### src/rtl/baud_frac_gen.sv
// baud_frac_gen: fractional baud-rate tick generator.
// A phase accumulator adds `inc` every enabled cycle; each carry out of the
// accumulator is one oversample tick. An oversample counter divides those
// ticks into baud periods and marks the period end and its midpoint.
// Increment updates are staged through a ready/valid handshake and only
// take effect at a baud boundary, on resync, or while counting is disabled,
// so a period in progress always finishes with the rate it started with.
// Build option: define BAUD_FRAC_GEN_HALF_TICK_EN to generate half_tick;
// without it half_tick is tied low and its compare logic is not built.
module baud_frac_gen #(
  parameter int unsigned ACC_W      = 32,
  parameter int unsigned OVERSAMPLE = 16,
  parameter int unsigned RESET_INC  = 79164837
) (
  input  logic             clk,
  input  logic             rst,
  input  logic             en,
  input  logic             resync,
  input  logic [ACC_W-1:0] cfg_inc,
  input  logic             cfg_valid,
  output logic             cfg_ready,
  output logic             os_tick,
  output logic             baud_tick,
  output logic             half_tick
);

  localparam int unsigned CNT_W = $clog2(OVERSAMPLE);
  localparam logic [ACC_W-1:0] RESET_INC_W = ACC_W'(RESET_INC);
  localparam logic [CNT_W-1:0] OS_LAST     = CNT_W'(OVERSAMPLE - 1);

  logic [ACC_W-1:0] acc;
  logic [ACC_W-1:0] inc;
  logic [ACC_W-1:0] pend_inc;
  logic             pend;
  logic [CNT_W-1:0] os_cnt;

  logic [ACC_W:0]   sum;
  logic             carry;
  logic             step;
  logic             os_hit;
  logic             wrap;
  logic             accept;
  logic             apply_now;

  // Accumulator sum, tick qualification and handshake decode
  always_comb begin
    sum       = {1'b0, acc} + {1'b0, inc};
    carry     = sum[ACC_W];
    step      = en && !resync;
    os_hit    = step && carry;
    wrap      = os_hit && (os_cnt == OS_LAST);
    accept    = cfg_valid && !pend;
    apply_now = wrap || resync || !en;
  end

  assign cfg_ready = !pend;

  // Phase accumulator and oversample counter; resync wins over en
  always_ff @(posedge clk) begin
    if (rst) begin
      acc    <= '0;
      os_cnt <= '0;
    end else if (resync) begin
      acc    <= '0;
      os_cnt <= '0;
    end else if (en) begin
      acc <= sum[ACC_W-1:0];
      if (carry) begin
        os_cnt <= wrap ? '0 : os_cnt + 1'b1;
      end
    end
  end

  // Increment staging: a pending value lands only at a safe point
  always_ff @(posedge clk) begin
    if (rst) begin
      inc      <= RESET_INC_W;
      pend_inc <= '0;
      pend     <= 1'b0;
    end else if (pend && apply_now) begin
      inc  <= pend_inc;
      pend <= 1'b0;
    end else if (accept && (resync || !en)) begin
      // Already at a safe point: take the new value directly, stay ready.
      inc <= cfg_inc;
    end else if (accept) begin
      pend_inc <= cfg_inc;
      pend     <= 1'b1;
    end
  end

  // Registered oversample and baud-end pulses
  always_ff @(posedge clk) begin
    if (rst) begin
      os_tick   <= 1'b0;
      baud_tick <= 1'b0;
    end else begin
      os_tick   <= os_hit;
      baud_tick <= wrap;
    end
  end

`ifdef BAUD_FRAC_GEN_HALF_TICK_EN
  localparam logic [CNT_W-1:0] HALF_LAST = CNT_W'(OVERSAMPLE / 2 - 1);

  // Registered mid-period pulse: carry moving os_cnt into the second half
  always_ff @(posedge clk) begin
    if (rst) begin
      half_tick <= 1'b0;
    end else begin
      half_tick <= os_hit && (os_cnt == HALF_LAST);
    end
  end
`else
  assign half_tick = 1'b0;
`endif

endmodule

### config.mk
export PLATFORM = sky130hd
export DESIGN_NAME = baud_frac_gen
export DESIGN_NICKNAME = d
export VERILOG_FILES = /design/src/rtl/baud_frac_gen.sv
export SDC_FILE = /design/constraint.sdc
export NUM_CORES = 1
export LEC_CHECK = 0
export CORE_ASPECT_RATIO = 1.4
export CORE_MARGIN = 3
export CORE_UTILIZATION = 59
export DETAILED_ROUTE_END_ITERATION = 6
export GPL_ROUTABILITY_DRIVEN = 0
export PLACE_DENSITY = 0.89
export SLEW_MARGIN = 20
export SYNTH_ARGS = -nofsm -noshare
export SYNTH_HDL_FRONTEND = slang
export SYNTH_SLANG_ARGS = --single-unit
### constraint.sdc
create_clock -name clk -period 3.6 [get_ports clk]
set_input_delay 1.08 -clock clk [delete_from_list [all_inputs] [get_ports clk]]
set_output_delay 1.08 -clock clk [all_outputs]
set_load 0.005 [all_outputs]
==> results of run 1 <==
[worst paths after layout]
check             cells after the start                      start                         to  slack (ns)
hold / removal                        2  pend_inc[11]$_SDFFE_PP0P_  pend_inc[11]$_SDFFE_PP0P_        0.46
setup reg to reg                     10        acc[0]$_SDFFE_PP0P_        inc[3]$_SDFFE_PP0P_        0.14
setup / recovery                     10        acc[0]$_SDFFE_PP0P_        inc[3]$_SDFFE_PP0P_        0.14
hold reg to reg                       2  pend_inc[11]$_SDFFE_PP0P_  pend_inc[11]$_SDFFE_PP0P_        0.46
[cell usage after synthesis, types with 4 or more instances]
master	n	share of area, %
nor2b_1	5	0.54
o221a_2	15	2.9
nor3b_1	4	0.52
clkbuf_1	26	1.7
and3_2	4	0.52
buf_1	4	0.26
a21o_2	4	0.60
a221oi_2	10	2.6
nand4_1	4	0.43
a31oi_1	7	0.75
nand2_1	97	6.3
nand3b_1	9	1.2
xnor2_1	19	2.9
a21oi_1	72	6.2
a221oi_1	10	1.5
dfxtp_1	103	35
a21o_1	8	1.0
nor2_1	80	5.2
mux2i_1	30	5.2
nand2b_1	4	0.43
nand3_1	13	1.1
o21ai_0	29	2.5
xor2_1	7	1.1
inv_1	24	1.6
ha_1	33	7.1
[power breakdown]
| part | switching [W] | internal (W) | leakage [nW] |
|---|---|---|---|
| clock | 0.000471 | 0.000501 | 0.146 |
| combinational | 0.000332 | 0.000245 | 1.65 |
| sequential | 0.0000463 | 0.00120 | 0.841 |
[worst reg2reg max path, delay by kind of cell (launching register included)]
family | cells | cell delay, ns
flip-flops | 1 | 0.32
adder cells (fa/ha/maj) | 2 | 0.62
AO/OA/AOI/OAI | 6 | 1.94
AND/OR/NAND/NOR | 2 | 0.48
[state kept, by name, indices dropped and copies added, names as in the netlist]
signal     cells
baud_tick      1
inc           32
pend           1
os_cnt         4
acc           32
os_tick        1
pend_inc      32
[repair_timing]
action | CTS | global route
endpoints found under the hold margin | 0 | 0
buffers inserted | 0 | 1
endpoints found under the setup margin | 0 | 3
[area by class of cell]
type                            instances  share of cell area [%]
Timing Repair Buffer                   48                    7.25
Tap cell                              132                    2.53
Inverter                               24                    1.38
Sequential cell                       103                    31.6
Clock inverter                          6                   0.786
Multi-Input combinational cell        519                    52.8
Clock buffer                           10                    3.66
[cells in the final DEF, fill, tap and decap left out, types with 8 or more instances in the layout]
| cell | synthesis | final |
|---|---|---|
| a21o_1 | 8 | 8 |
| a21oi_1 | 72 | 72 |
| a221oi_1 | 10 | 10 |
| a221oi_2 | 10 | 10 |
| clkbuf_16 | 0 | 9 |
| clkdlybuf4s50_1 | 0 | 37 |
| dfxtp_1 | 103 | 103 |
| ha_1 | 33 | 33 |
| inv_1 | 24 | 24 |
| mux2i_1 | 30 | 30 |
| nand2_1 | 97 | 97 |
| nand3_1 | 13 | 13 |
| nand3b_1 | 9 | 9 |
| nor2_1 | 80 | 79 |
| o21ai_0 | 29 | 29 |
| o221a_2 | 15 | 15 |
| xnor2_1 | 19 | 19 |
[kinds of logic after synthesis]
logic type	after synthesis
adders and majority gates	34
AOI/OAI and AO/OA	192
buffers and inverters	62
and+or+nand+nor	235
DFF	103
xor gates and xnor gates	26
muxes	31
other	1
[stage by stage]
step / total power (W) / std cells / hold WS, ns / setup slack (ns) / cell area (um2)
after floorplan: 0.00168 / 684 / 0.432 / 0.661 / 5810
after global placement: 0.00179 / 825 / 0.442 / 0.264 / 6220
after detailed placement: 0.00182 / 825 / 0.449 / 0.0961 / 6220
after CTS: 0.00277 / 841 / 0.458 / 0.223 / 6510
after global routing: 0.00289 / 842 / 0.475 / 0.0459 / 6530
final: 0.00280 / 842 / 0.460 / 0.138 / 6530
[per-layer routing]
| metal | up-vias | share of wire [%] |
|---|---|---|
| met3 | 59 | 6.7 |
| met4 | 0 | 3.6 |
| met5 | - | 0 |
| met1 | 2529 | 40 |
| li1 | 2488 | - |
| met2 | 251 | 50 |
==> results.json, run 1 <==
{
  "status": "completed",
  "dieHeight_um": 123,
  "seq_area_um2": 2060,
  "max-vdd-ir-drop_uv": 341,
  "synth.ff_latch_count": 103,
  "met1_usage_pct": 32.0,
  "utilization_pct": 68.6,
  "critPathTopFamily": "compound AO/OA/AOI/OAI gates",
  "dieArea_um2": 11100,
  "grt_use_total_pct": 27.2,
  "finalSetupTns_ns": 0,
  "grt_overflow": 0,
  "syn-num-nets": 755,
  "cts.htree.levels": 3,
  "synth_cell_types": 68,
  "drtPass1Iterations": 7,
  "period_minus_slack_ns": 3.46,
  "n_fill_cell": 695,
  "clock_latency_ns": 0.35,
  "slowest_delay_ns": 0.43,
  "synthSimpleGateAreaFrac_pct": 18.1,
  "ys_async_sr_fraction_pct": 0,
  "std_cell_rows": 42,
  "synthAdderAreaFrac_pct": 7.45,
  "setup_violations": 0,
  "busiest_layer": "met2",
  "required_ns": 3.84,
  "tightest_slew_ns": 0.634,
  "muxShareOfSynthArea_pct": 5.36,
  "grt_pass1_wl_um": 24800,
  "maxCapViolations": 0,
  "synth-xor-area-share_pct": 3.92,
  "post_cts_resized": 0,
  "cts_buffer_depth": 2,
  "maxSlewViolCount": 0,
  "synth_ff_type": "dfxtp_1",
  "tritoncts": "built",
  "fin_crit_sh_pct": 96.2,
  "final_nets": 776,
  "clk_pin_slew_ns": 0.07,
  "finalHoldViolations": 0,
  "areaGrowthSynthToFinish_pct": 12.4,
  "io_buffers": 39,
  "dp_hpwl_um": 10400,
  "dieWidth_um": 89.9,
  "viasPerCell": 6.33,
  "hold_class": "reg -> reg",
  "slew_headroom_pct": 57.7,
  "leakagePower_nw": 2.64,
  "grt_pass1_vias": 5213,
  "synth_edf_count": 0,
  "cp_slowest_cell": "o221a_2",
  "met3_usage_pct": 3.65,
  "synth_cells": 684,
  "crit_path_end_kind": "register",
  "ios": 41,
  "cts_root_buffer": "clkbuf_16",
  "seq_area_frac_synth_pct": 35.5,
  "powerDensity_nw_per_um2": 428,
  "vias": 5327,
  "clock_skew_ns": 0.00659,
  "grt_max_degree": 62,
  "startpoint_type": "register",
  "path_buf_inv": 0,
  "initial_core_util_pct": 61.1,
  "layout-drive-gt1-share_pct": 11.0,
  "synth_compound_area_share_pct": 24.4,
  "wl_per_cell_um": 18.0,
  "final_antenna_net_count": 0,
  "crit_type": "reg -> reg",
  "core_area_um2": 9510,
  "holdBufCountCts": 0,
  "cts_made_buffers": 9,
  "rsz0062_at_grt": "no",
  "ys_warn_count": 0,
  "cp_max_fo": 11,
  "cts_sinks": 103,
  "crit_chain": "ha_1 > fa_1 > a21o_2 > a221o_2 > a311oi_4 > o21a_4 > nor4_4 > o21ai_4 > nand2_1 > o221a_2",
  "wirelength_um": 15200,
  "cp.arrival_ns": 3.70,
  "drt_iter0_markers": 612,
  "synth_area_per_cell_um2": 8.49,
  "fmax_mhz": 289,
  "diodes": 0,
  "antenna_found_initial": 0,
  "synth_top_family_by_area": "compound AO/OA/AOI/OAI gates",
  "netlist_area_um2": 5810,
  "multi_input_area_um2": 3450,
  "drc_errors": 0,
  "met2_usage_pct": 49.2
}
Power figures use the tool's default switching activity.
==> run 2, diff against run 1 <==
--- a/config.mk
+++ b/config.mk
@@ -6,10 +6,10 @@
 export NUM_CORES = 1
 export LEC_CHECK = 0
 export CORE_ASPECT_RATIO = 1.4
-export CORE_MARGIN = 3
+export CORE_MARGIN = 5
 export CORE_UTILIZATION = 59
 export DETAILED_ROUTE_END_ITERATION = 6
-export GPL_ROUTABILITY_DRIVEN = 0
+export GPL_ROUTABILITY_DRIVEN = 1
 export PLACE_DENSITY = 0.89
 export SLEW_MARGIN = 20
 export SYNTH_ARGS = -nofsm -noshare
==> run 2 against run 1 <==
Routed wire length shrank 4.6%. Final cell count increased by 0.24%. Die area rose by 7.8%. Worst hold slack worse by 0.0028 ns. Count of clock-buffer cells in the layout is 1 higher. Critical path depth stayed put. Register-to-register slack improved by 0.05 ns. Sequential cell count stayed put. Total power down 1.3%. Clock power down 2.3%. Critical endpoint is now inc[6]$_SDFFE_PP0P_.
==> results.json, run 2 (synthesized netlist as in run 1, its figures left out) <==
{
  "clock_latency_ns": 0.36,
  "p_switching_w": 0.000820,
  "core_area_um2": 9790,
  "hold_class": "reg -> reg",
  "top_regs": "acc x32, inc x32, pend_inc x32",
  "dieArea_um2": 12000,
  "finalSetupTns_ns": 0,
  "max-vdd-ir-drop_uv": 326,
  "holdWs_ns": 0.457,
  "maxCapViolations": 0,
  "diodes": 0,
  "clk_pin_slew_ns": 0.07,
  "cts_buffer_depth": 2,
  "status": "completed",
  "switching_share_pct": 29.7,
  "drt_iter0_markers": 384,
  "pwr-share-comb_pct": 20.3,
  "cp.arrival_ns": 3.66,
  "layout-drive-gt1-share_pct": 10.7,
  "finalHoldViolations": 0,
  "multi_input_area_um2": 3450,
  "grt_max_degree": 65,
  "drtPass1Iterations": 5,
  "dieHeight_um": 127,
  "seq_area_um2": 2060,
  "std_cell_rows": 43,
  "fmax_mhz": 293,
  "powerDensity_nw_per_um2": 425,
  "grt_overflow": 0,
  "startpoint_type": "register",
  "post-place-ws_ns": 0.129,
  "power_frac_seq_pct": 45.2,
  "layout_commonest_cell": "dfxtp_1",
  "ios": 41,
  "required_ns": 3.84,
  "post-cts-setup-buffers": 0,
  "post_cts_resized": 0,
  "grt_use_total_pct": 25.0,
  "fin_crit_sh_pct": 94.8,
  "cts_root_buffer": "clkbuf_16",
  "dp_hpwl_um": 10300,
  "p_int_w": 0.00194,
  "numPlacedInstances": 828,
  "rsz0062_at_grt": "no",
  "setup_violations": 0,
  "leakagePower_nw": 2.62,
  "crit_type": "reg -> reg",
  "final_antenna_net_count": 0,
  "gp_congestion": 0.929,
  "cts.htree.levels": 3,
  "grt_pass1_vias": 5131,
  "final_nets": 775,
  "holdBufCountCts": 0,
  "cts_sinks": 103,
  "initial_core_util_pct": 59.3,
  "areaGrowthSynthToFinish_pct": 11.7,
  "final_cell_mix": "dfxtp_1 (103), nand2_1 (97), nor2_1 (79)",
  "cts_made_buffers": 9,
  "drc_errors": 0,
  "dieWidth_um": 93.9,
  "wirelength_um": 14500,
  "tritoncts": "built",
  "cp_max_fo": 11,
  "crit_path_end_kind": "register",
  "io_buffers": 39,
  "period_minus_slack_ns": 3.41,
  "antenna_found_initial": 0,
  "clock_skew_ns": 0.00632,
  "maxSlewViolCount": 0,
  "clkPwrFrac_pct": 34.5,
  "viasPerCell": 6.09,
  "instances_no_fill": 844,
  "slew_headroom_pct": 29.4,
  "fin_ws_ns": 0.187,
  "vias": 5140,
  "wl_per_cell_um": 17.2,
  "tightest_slew_ns": 1.06,
  "grt_pass1_wl_um": 24100,
  "n_fill_cell": 782
}
-- run 2: final cells by class --
cell class                      count  share of cell area (%)
Multi-Input combinational cell    519                    53.1
Sequential cell                   103                    31.8
Timing Repair Buffer               47                    6.79
Clock buffer                       11                    3.74
Tap cell                          135                    2.60
Inverter                           24                    1.39
Clock inverter                      5                   0.598
-- run 2: power by group through the flow --
stage          logic [W]  registers, W  clock network, W
6_report        0.000560       0.00125          0.000951
5_1_grt         0.000618       0.00125           0.00100
4_1_cts         0.000555       0.00124          0.000948
3_5_place_dp    0.000550       0.00127                 0
2_1_floorplan   0.000426       0.00125                 0
3_3_place_gp    0.000530       0.00127                 0
-- run 2: layer usage --
| metal | vias up | wire, um | GRT usage [%] |
|---|---|---|---|
| met5 | - | 0 | 0 |
| met4 | 0 | 472 | 11.0 |
| met2 | 151 | 7380 | 43.9 |
| met3 | 38 | 605 | 4.00 |
| li1 | 2490 | - | - |
| met1 | 2461 | 6040 | 29.8 |
-- run 2: critical path, cell delays in order, from the launching register on --
cell and delay (ns):
dfxtp_1 0.32, ha_1 0.23, fa_1 0.42, a21o_2 0.23
a221o_2 0.39, a311oi_4 0.37, o21a_4 0.23, nor4_4 0.07
o21ai_4 0.23, nand2_1 0.39, o221a_2 0.42
-- run 2: final timing paths --
| check | from | endpoint | slack [ns] | depth (start not counted) |
|---|---|---|---|---|
| setup / recovery | acc[0]$_SDFFE_PP0P_ | inc[6]$_SDFFE_PP0P_ | 0.19 | 10 |
| hold / removal | pend_inc[15]$_SDFFE_PP0P_ | pend_inc[15]$_SDFFE_PP0P_ | 0.46 | 2 |
| setup reg to reg | acc[0]$_SDFFE_PP0P_ | inc[6]$_SDFFE_PP0P_ | 0.19 | 10 |
| hold reg to reg | pend_inc[15]$_SDFFE_PP0P_ | pend_inc[15]$_SDFFE_PP0P_ | 0.46 | 2 |
-- run 2: per-stage QoR --
step                      total power, W  utilization, %  area (um2)
after floorplan                  0.00168               -        5810
after global placement           0.00180            63.4        6210
after detailed placement         0.00182            63.4        6210
after CTS                        0.00275            66.3        6490
after global routing             0.00287            66.3        6490
final                            0.00276            66.3        6490
==> run 3, diff against run 2 <==
--- a/config.mk
+++ b/config.mk
@@ -5,12 +5,13 @@
 export SDC_FILE = /design/constraint.sdc
 export NUM_CORES = 1
 export LEC_CHECK = 0
+export ABC_AREA = 1
 export CORE_ASPECT_RATIO = 1.4
 export CORE_MARGIN = 5
-export CORE_UTILIZATION = 59
+export CORE_UTILIZATION = 60
 export DETAILED_ROUTE_END_ITERATION = 6
 export GPL_ROUTABILITY_DRIVEN = 1
-export PLACE_DENSITY = 0.89
+export PLACE_DENSITY = 0.9
 export SLEW_MARGIN = 20
 export SYNTH_ARGS = -nofsm -noshare
 export SYNTH_HDL_FRONTEND = slang
==> run 3 against run 2 <==
Sequential cell count did not move. Final cell count is 34% higher. Worst hold slack improved by 0.023 ns. Final area is 9.9% higher. Worst setup slack better by 0.33 ns. Critical path depth increased by 7. Critical path type unchanged.
==> results.json, run 3 <==
{
  "status": "completed",
  "dieWidth_um": 97.1,
  "rsz0062_at_grt": "no",
  "grt_pass1_vias": 6079,
  "cts_made_buffers": 9,
  "synth.ff_latch_count": 103,
  "seq_area_frac_synth_pct": 32.4,
  "r2r_slack_ns": 0.51,
  "top_regs": "acc x32, inc x32, pend_inc x32",
  "setup_violations": 0,
  "endpoint": "inc[13]$_SDFFE_PP1P_",
  "slew_headroom_pct": 53.6,
  "synth_ff_type": "dfxtp_1",
  "cts.htree.levels": 3,
  "final_cell_mix": "nand2_1 (193), inv_1 (141), dfxtp_1 (103)",
  "gp_congestion": 0.928,
  "initial_core_util_pct": 61.2,
  "grt_use_total_pct": 24.9,
  "drc_errors": 0,
  "leakagePower_nw": 3.50,
  "crit_type": "reg -> reg",
  "antenna_found_initial": 0,
  "layout-drive-gt1-share_pct": 6.63,
  "startpoint_type": "register",
  "powerDensity_nw_per_um2": 407,
  "critical_path_depth": 17,
  "rr_endpoint": "inc[13]$_SDFFE_PP1P_",
  "finalSetupTns_ns": 0,
  "synth_cell_types": 37,
  "r2r.worst_path.cells": 17,
  "layout_commonest_cell": "nand2_1",
  "clk_pin_slew_ns": 0.08,
  "grt_pass1_wl_um": 26900,
  "max-vdd-ir-drop_uv": 346,
  "post_cts_resized": 0,
  "hold_class": "reg -> reg",
  "cp_slowest_cell": "buf_4",
  "synth_edf_count": 0,
  "netlist_area_um2": 6370,
  "startpoint": "acc[0]$_SDFFE_PP0P_",
  "utilization_pct": 68.5,
  "core_area_um2": 10400,
  "dieArea_um2": 12800,
  "required_ns": 3.82,
  "n_fill_cell": 804,
  "vias": 6273,
  "final_antenna_net_count": 0,
  "switching_share_pct": 32.3,
  "synth.top_cell.area_share_pct": 32.4,
  "maxSlewViolCount": 0,
  "grt_max_degree": 47,
  "yosys-top-cells-area": "dfxtp_1 (32%), nand2_1 (11%), inv_1 (8.3%), nand3_1 (7.3%), a21oi_1 (6.5%)",
  "fin_crit_sh_pct": 85.7,
  "holdBufCountCts": 0,
  "ios": 41,
  "grt_overflow": 0,
  "drtPass1Iterations": 5,
  "clock_skew_ns": 0.00710,
  "cp_common_cell": "nand2_1",
  "maxCapViolations": 0,
  "pwr-share-comb_pct": 22.4,
  "crit_chain": "ha_1 > fa_1 > nand2_1 > nand2_1 > nand3_2 > nand2_2 > nand2_1 > nand2_2 > nand2_1 > nand2_2 > nand2_4 > nand2_4 > nand2_4 > buf_4 > o21ai_1 > nand2_1 > nand3_1",
  "crit_path_end_kind": "register",
  "r2r_start": "acc[0]$_SDFFE_PP0P_",
  "wl_per_cell_um": 14.0,
  "period_minus_slack_ns": 3.09,
  "final_nets": 1061,
  "dp_hpwl_um": 11700,
  "std_cell_rows": 44,
  "p_switching_w": 0.000937,
  "viasPerCell": 5.54,
  "synth_cells": 969,
  "netlist_top_cells_count": "nand2_1 (193), inv_1 (141), dfxtp_1 (103)",
  "ys_warn_count": 0,
  "cts_sinks": 103,
  "yosysMostFrequentCell": "nand2_1",
  "drt_iter0_markers": 431,
  "post-cts-setup-buffers": 0,
  "tightest_slew_ns": 0.689,
  "ys_async_sr_fraction_pct": 0,
  "cp_max_fo": 45,
  "io_buffers": 39,
  "fmax_mhz": 324,
  "synth_area_per_cell_um2": 6.57,
  "clock_latency_ns": 0.35,
  "synth_top_area_cell": "dfxtp_1",
  "path_buf_inv": 1,
  "dieHeight_um": 132,
  "cp.arrival_ns": 3.30,
  "slowest_delay_ns": 0.46,
  "wirelength_um": 15800,
  "syn-num-nets": 1040,
  "cts_root_buffer": "clkbuf_16",
  "clkPwrFrac_pct": 34.2,
  "cts_buffer_depth": 2,
  "tritoncts": "built",
  "power_frac_seq_pct": 43.4,
  "p_int_w": 0.00196,
  "finalHoldViolations": 0,
  "areaGrowthSynthToFinish_pct": 12.0,
  "diodes": 0,
  "critPathTopFamily": "simple AND/OR/NAND/NOR gates"
}
[run 3: through the flow]
| step | cell area [um2] | std cells | hold WS, ns | total power (W) | setup slack [ns] |
|---|---|---|---|---|---|
| 2_1_floorplan | 6370 | 969 | 0.423 | 0.00175 | 1.18 |
| 3_3_place_gp | 6830 | 1117 | 0.434 | 0.00190 | 0.492 |
| 3_5_place_dp | 6830 | 1117 | 0.450 | 0.00192 | 0.387 |
| 4_1_cts | 7130 | 1133 | 0.471 | 0.00289 | 0.562 |
| 5_1_grt | 7130 | 1133 | 0.502 | 0.00304 | 0.313 |
| 6_report | 7130 | 1133 | 0.480 | 0.00290 | 0.513 |
[run 3: cells by family (layout without fill, tap and decap cells)]
logic type	count (synthesis)	count (layout)	synth area share (%)
xor+xnor	17	17	2.34
compound gates	204	204	17.6
simple gates	424	424	29.0
buf+inv	186	212	11.9
fa+ha+maj	34	34	6.80
other cells	1	1	0.0589
flops	103	103	32.4
[run 3: power by group through the flow]
stage          logic, W  registers (W)  clock network (W)
2_1_floorplan  0.000484        0.00126                  0
6_report       0.000650        0.00126           0.000992
5_1_grt        0.000731        0.00127            0.00104
3_5_place_dp   0.000633        0.00128                  0
3_3_place_gp   0.000616        0.00128                  0
4_1_cts        0.000642        0.00126           0.000995
[run 3: how the worst min path moves through the flow]
stage | start | to | cells past startpoint
after floorplan | os_cnt[3]$_SDFFE_PP0P_ | os_cnt[3]$_SDFFE_PP0P_ | 1
after global placement | os_cnt[3]$_SDFFE_PP0P_ | os_cnt[3]$_SDFFE_PP0P_ | 1
after detailed placement | os_cnt[3]$_SDFFE_PP0P_ | os_cnt[3]$_SDFFE_PP0P_ | 1
after CTS | os_cnt[3]$_SDFFE_PP0P_ | os_cnt[3]$_SDFFE_PP0P_ | 1
after global routing | os_cnt[3]$_SDFFE_PP0P_ | os_cnt[3]$_SDFFE_PP0P_ | 1
final | acc[0]$_SDFFE_PP0P_ | acc[0]$_SDFFE_PP0P_ | 2
[run 3: metal layers]
| metal | vias up | global-route usage (%) | wire length [um] |
|---|---|---|---|
| li1 | 3163 | - | - |
| met1 | 2806 | 28.4 | 6280 |
| met2 | 244 | 45.0 | 8070 |
| met3 | 60 | 3.97 | 896 |
| met4 | 0 | 11.6 | 596 |
| met5 | - | 0 | 0 |
[run 3: worst reg2reg max path: stages (launching register included)]
cell and delay (ns):
dfxtp_1 0.32, ha_1 0.23, fa_1 0.40, nand2_1 0.08
nand2_1 0.10, nand3_2 0.10, nand2_2 0.07, nand2_1 0.09
nand2_2 0.09, nand2_1 0.08, nand2_2 0.10, nand2_4 0.11
nand2_4 0.13, nand2_4 0.24, buf_4 0.46, o21ai_1 0.18
nand2_1 0.12, nand3_1 0.07
[run 3: final cells by class]
type	count	area, um2	share of cell area [%]
clock inverter	6	63.8	0.895
inverter	144	541	7.58
clock buffer	10	239	3.35
sequential	103	2060	28.9
tap	138	173	2.42
multi-input combinational	680	3550	49.8
timing repair buffer	52	500	7.02
